[src/rtl/mac_serial.sv]
// Sequential unsigned multiply-accumulate: shift-and-add multiply over WIDTH
// cycles, then add the product into a wrapping accumulator with sticky overflow.
module mac_serial #(
  parameter int WIDTH     = 8,
  parameter int ACC_WIDTH = 2*WIDTH+4
) (
  input  logic                 clk,
  input  logic                 rst_n,
  input  logic                 in_valid,
  output logic                 in_ready,
  input  logic [WIDTH-1:0]     a,
  input  logic [WIDTH-1:0]     b,
  input  logic                 acc_clear,
  output logic [ACC_WIDTH-1:0] acc_out,
  output logic                 out_valid,
  output logic                 overflow,
  output logic                 busy
);

  localparam int PW = 2*WIDTH;
  localparam int CW = (WIDTH > 1) ? $clog2(WIDTH) : 1;

  typedef enum logic [1:0] {IDLE, MUL, ACC} state_t;

  state_t               state;
  state_t               state_nxt;
  logic [PW-1:0]        mcand;
  logic [PW-1:0]        prod;
  logic [WIDTH-1:0]     mplier;
  logic [CW-1:0]        cnt;
  logic                 accept;
  logic                 last_bit;
  logic [ACC_WIDTH:0]   sum;

  // Handshake: an operand pair transfers on a rising edge where in_valid and
  // in_ready are both high; in_ready is high only in IDLE, so a held in_valid
  // is never accepted twice for the same operation.
  assign in_ready = (state == IDLE);
  assign busy     = ~in_ready;
  assign accept   = in_valid && in_ready;
  assign last_bit = (cnt == CW'(WIDTH-1));
  assign sum      = {1'b0, acc_out} + {{(ACC_WIDTH+1-PW){1'b0}}, prod};

  always_ff @(posedge clk or negedge rst_n) begin
    if (!rst_n) state <= IDLE;
    else        state <= state_nxt;
  end

  always_comb begin
    state_nxt = state;
    case (state)
      IDLE:    if (in_valid) state_nxt = MUL;
      MUL:     if (last_bit) state_nxt = ACC;
      ACC:     state_nxt = IDLE;
      default: state_nxt = IDLE;
    endcase
  end

  always_ff @(posedge clk or negedge rst_n) begin
    if (!rst_n) begin
      mcand     <= '0;
      mplier    <= '0;
      prod      <= '0;
      cnt       <= '0;
      acc_out   <= '0;
      overflow  <= 1'b0;
      out_valid <= 1'b0;
    end else begin
      out_valid <= 1'b0;
      case (state)
        IDLE: begin
          if (acc_clear) begin
            acc_out  <= '0;
            overflow <= 1'b0;
          end
          if (accept) begin
            mcand  <= {{WIDTH{1'b0}}, a};
            mplier <= b;
            prod   <= '0;
            cnt    <= '0;
          end
        end
        MUL: begin
          // Multiplicand shifts left as multiplier shifts right, so bit i of b
          // always meets a << i at the LSB position.
          if (mplier[0]) prod <= prod + mcand;
          mcand  <= mcand << 1;
          mplier <= mplier >> 1;
          cnt    <= cnt + 1'b1;
        end
        ACC: begin
          acc_out   <= sum[ACC_WIDTH-1:0];
          if (sum[ACC_WIDTH]) overflow <= 1'b1;
          out_valid <= 1'b1;
        end
        default: ;
      endcase
    end
  end

endmodule
[config.mk]
export PLATFORM = sky130hd
export DESIGN_NAME = mac_serial
export DESIGN_NICKNAME = d
export VERILOG_FILES = /design/src/rtl/mac_serial.sv
export SDC_FILE = /design/constraint.sdc
export NUM_CORES = 1
export LEC_CHECK = 0
export BUFFER_PORTS_ARGS = -buffer_cell sky130_fd_sc_hd__buf_2
export CAP_MARGIN = 20
export CELL_PAD_IN_SITES_DETAIL_PLACEMENT = 0
export CELL_PAD_IN_SITES_GLOBAL_PLACEMENT = 1
export CORE_MARGIN = 8
export CORE_UTILIZATION = 30
export DETAILED_ROUTE_END_ITERATION = 12
export PLACE_DENSITY = 0.64
export SYNTH_ARGS = -nofsm -noshare
export SYNTH_HDL_FRONTEND = slang
export SYNTH_SLANG_ARGS = --single-unit
[constraint.sdc]
create_clock -name clk -period 3.3 [get_ports clk]
set_clock_uncertainty 0.1 [all_clocks]
set_input_delay 0.165 -clock clk [delete_from_list [all_inputs] [get_ports clk]]
set_output_delay 0.165 -clock clk [all_outputs]
set_load 0.05 [all_outputs]
-- Word level (Yosys, flattened, before mapping)
Cells that the tools add are included.
- output and inout bits: 24
- flip-flop bits (word level): 67
- bits of input ports: 20
- word-level logic and storage cells: 48
- equality and inequality tests: 9
- $add $sub $neg: 3
- bitwise logic cells: 1
- reduce and logical (&&, ||, !) cells: 9
- muxes and demuxes: 18
- operator list (kind ; count):
    $pmux 16 s2 ; 2
    $mux 16 ; 3
    $pmux 20 s2 ; 1
    $add 20x16->21 ; 1
    $mux 20 ; 1
    $add 16x16->16 ; 1
    $pmux 8 s2 ; 1
    $mux 8 ; 1
    $ne 2x2->1 const B ; 4
    $pmux 3 s2 ; 1
    $reduce_and 2->1 ; 3
    $reduce_and 3->1 ; 2
    $mux 2 ; 2
    $ne 2x1->1 const B ; 2
    $pmux 2 s2 ; 1
    $reduce_bool 2->1 ; 2
    $add 3x1->3 const B ; 1
    $eq 3x3->1 const B ; 1
    $mux 1 ; 3
    $mux 3 ; 1
    $eq 2x1->1 const B ; 1
    $eq 2x2->1 const B ; 1
    $logic_not 2->1 ; 1
    $pmux 1 s2 ; 1
    2 further kinds ; 2

-- Logic depth before layout (Yosys ltp)
- word-level depth: 4
- mapped depth: 8
- mapped depth without buffers: 8

-- Worst setup path after synthesis
OpenSTA, ideal clock, no wires.
- path kind: register -> register
- start point: register acc_out[0]
- end point: register overflow
- library setup time: 0.119 ns
- arrival time: 2.445 ns
- data required time: 3.081 ns
- cell stages (with the launch flop): 9
- path buffers: 0
- setup slack: 0.636 ns
- clock period less this slack: 2.664 ns
- cells stage by stage: dfrtp_1 > ha_1 > fa_1 > a21o_1 > a211o_2 > a41oi_2 > a211o_2 > a2111oi_2 > o21a_1
- longest elaborated chain between the ends: 3
- ends and longest elaborated chain (item ; line ; RTL):
    from (decl) ; 14 ; output logic [ACC_WIDTH-1:0] acc_out,
    from (signal assigned) ; 92 ; acc_out <= sum[ACC_WIDTH-1:0];
    $add 20x16->21 ; 42 ; assign sum = {1'b0, acc_out} + {{(ACC_WIDTH+1-PW){1'b0}}, prod};
    $ne 2x2->1 (no source line) ; -- ;
    $reduce_and 3->1 (no source line) ; -- ;
    to (signal assigned) ; 66 ; overflow <= 1'b0;
    to (signal assigned) ; 74 ; overflow <= 1'b0;
    to (signal assigned) ; 93 ; if (sum[ACC_WIDTH]) overflow <= 1'b1;
    to (decl) ; 16 ; output logic overflow,
No other way between the ends.
A chain may end at the register's enable or synchronous reset.

-- Final worst setup path
- start point: register mcand[0]
- end point: register prod[12]
- longest elaborated chain between the ends: 3
- ends and longest elaborated chain (item ; line ; RTL):
    from (decl) ; 27 ; logic [PW-1:0] mcand;
    from (signal assigned) ; 77 ; mcand <= {{WIDTH{1'b0}}, a};
    from (signal assigned) ; 87 ; mcand <= mcand << 1;
    $add 16x16->16 ; 86 ; if (mplier[0]) prod <= prod + mcand;
    $mux 16 ; 86 ;
    $pmux 16 s2 ; 70 ; case (state)
    to (signal assigned) ; 86 ;
    to (decl) ; 28 ; logic [PW-1:0] prod;
No other way between the ends. The select of a mux whose other input is x is not followed.

==> metrics.md <==
| Metric | Value |
|---|---|
| PostCTS Resize Cnt | 0 |
| Drt total wl | 10400 um |
| Final hold vios | 0 |
| Worst Path Required | 3410 ps |
| Maxcap violations | 0 |
| Inserted Clock Buffers | 9 |
| Clock period minus worst slack | 2860 ps |
| CTS tree | yes |
| Worst endpoint data arrival time | 2960 ps |
| CTS clk-pin slew, worst paths | 50 ps |
| Worst reg2reg startpoint | mcand[0] |
| Synth Instances | 452 |
| Finish-stage setup viols | 0 |
| Critical Path Source | mcand[0] |
| Fraction of layout cells with a size suffix above 1 | 17.1% |
| Core ar. | 14300 sq um |
| Layout Nets | 547 |
| Multi-input gate area | 2510 sq um |
| Number of cell rows | 44 |
| IO Port Bufs | 43 |
| Max incr delay on CP | 550 ps |
| Crit-path cells | ha_1, fa_1, a211oi_1, o21ai_0, a221oi_1, o21bai_1, xnor2_1, o21ai_0 |
| Largest net degree at the start of global routing | 68 |
| Max VDD drop | 0.000336 V |
| H-tree levels | 3 |
| Clock Sink Count | 67 |
| Crit start category | register |
| Setup CP Type | register to register |
| Synth warnings | 0 |
| Final Cycle Share | 86.6% |
| Worst-Skew Late Latency | 340 ps |
| #FFs+latches synth | 67 |
| Top post-synthesis cells by count | dfrtp_1 (67), nand2_1 (62), o21ai_0 (44), ha_1 (33), a21oi_1 (26) |
| Synth top area share | 38.9% |
| Reg2reg setup slack | 440 ps |
| Hold Worst Slack | 19.6 ps |
| Mean Syn Cell Area | 9.54 sq um |
| Cell variety after synth | 62 |
| Die width | 136 um |
| Cell with the most instances on the worst path | o21ai_0 |
| GRT overflow | 0 |
| Highest clock rate | 350 MHz |
| Initial Util | 30.1% |
| PD cells | 1000 nW/um^2 |
| Die H | 136 um |
| Status | completed |
| Slew headroom | 41.3% |
| Total track usage | 12.1% |
| DP HPWL | 7740 um |
| Area grow syn2layout | 16.2% |
| Filler cells | 1485 |
| CTS root buf | clkbuf_16 |
| Synth Flop Type | dfrtp_1 |
| Max stage delay cell, worst path | a221oi_1 |
| Vias in the first global route | 3528 |
| I/O Pins | 44 |
| Top-count cell post-synth | dfrtp_1 |
| Yosys top cell by area | dfrtp_1 |
| Area contributors post-synth | dfrtp_1 (39%), ha_1 (9.6%), nand2_1 (5.4%) |
| First-pass GRT wire length | 17800 um |
| Antenna Nets Post-Route | 0 |
| Unrepaired setup endpoints after global routing | false |
| FFs w/ async S/R, synth | 100% |
| Vias per inst | 5.07 |
| TritonRoute pass-1 iters | 4 |
| CP Capture Type | register |
| R2R cell count | 8 |
| Initial antenna violation count | 0 |
| Worst hold path class | primary input to register |
| Total Die Area | 18500 sq um |
| Setup tns final | 0 ps |
| Worst-Margin Slew | 881 ps |
| GPL Wtd Cong | 0.824 |
| Reg area | 1680 sq um |
| Register area share after synthesis | 38.9% |
| Crit-path max FO | 4 |
| DR DRC count | 0 |
| Slew Limit Fails | 0 |
| Post-DR wirelength/cell | 15.3 um |
| Initial drt markers | 175 |
| Leak pwr | 2.42 nW |
| Syn nets | 507 |
| Via count | 3454 |
| EDFF count, synth | 0 |
| Final antenna diode count | 0 |
| Synthesized area | 4310 sq um |
| Reg-to-reg endpoint | prod[12] |
| Clock Path Buffers | 2 |
| Worst Setup EP | prod[12] |
-- routing by layer --
metal	up-vias	wire length [um]	track usage, %
met5	-	0	0
li1	1755	-	-
met3	9	415	2.96
met1	1627	5150	15.6
met4	0	169	4.94
met2	63	4700	18.9
-- worst min-delay path by stage --
stage	start	to	slack [ps]	depth (start not counted)
2_1_floorplan	rst_n	acc_out[0]	-230	0
3_3_place_gp	rst_n	acc_out[16]	340	2
3_5_place_dp	rst_n	acc_out[18]	330	2
4_1_cts	b[6]	mplier[6]	6	3
5_1_grt	a[5]	mcand[5]	30	3
6_report	b[6]	mplier[6]	20	3
-- cells in the final DEF, fill, tap and decap left out, drive strengths merged, types with 4 or more instances in the layout --
master	synthesis	final
o21a	6	6
o21ai	48	48
nor2	14	14
o31ai	4	4
nor3	9	9
nand3	12	12
inv	6	6
ha	33	33
a22o	14	14
dfrtp	67	67
xnor2	6	6
and3	4	4
or3	4	4
xor2	11	11
clkbuf	12	12
nor2b	5	5
nand2b	4	4
a21o	16	16
nand2	62	62
mux2i	20	20
o21bai	6	6
buf	9	49
a21oi	28	28
a211oi	6	6
or2	4	4
nand4	4	4
-- kinds of logic (layout without fill, tap and decap cells) --
kind of cell	count (synthesis)	in the layout	share of synthesized area, %
xor+xnor	17	17	3.45
compound gates	152	152	24.8
flops	67	67	38.9
fa+ha+maj	35	35	10.5
simple gates	132	132	14.5
mux	21	21	4.90
buf+inv	28	73	3.02
-- area by class of cell --
type	count	area share, %
Multi-Input combinational cell	357	50.1
Sequential cell	67	33.5
Timing Repair Buffer	50	5.39
Clock buffer	12	4.92
Tap cell	184	4.59
Clock inverter	4	0.999
Inverter	7	0.524
-- report_power, final --
part           switching, mW  leakage [nW]  total, mW  internal (mW)
combinational           1.61          1.40       2.61          0.996
clock                  0.360         0.139      0.964          0.604
sequential             0.307         0.879       1.45           1.14
-- per-stage QoR --
stage | power, mW | instances | instance area [sq um] | utilization, % | setup WS, ps
detailed placement | 4.07 | 664 | 4700 | 32.9 | 461
CTS | 5.07 | 681 | 5010 | 35.0 | 432
global placement | 4.04 | 664 | 4700 | 32.9 | 536
floorplan | 3.50 | 452 | 4310 | - | 636
global route | 5.45 | 681 | 5010 | 35.0 | 226
finish | 5.01 | 681 | 5010 | 35.0 | 442
-- critical path: cells and delay by family, from the launching register on --
kind                       cells  cell delay, ps
AOI/OAI and AO/OA              5            1380
adders and majority gates      2             660
DFF                            1             420
xor gates and xnor gates       1             170
-- sequential cells by signal, summed over array words and instances (netlist names) --
| register | flops |
|---|---|
| out_valid | 1 |
| overflow | 1 |
| state | 2 |
| mcand | 16 |
| prod | 16 |
| acc_out | 20 |
| mplier | 8 |
| cnt | 3 |
-- timing repair --
item	in CTS	in global routing
hold buffers	1	0
endpoints found under the hold margin	67	0
endpoints found under the setup margin	0	0
setup buffers	0	0
(Power assumes the default switching activity.)
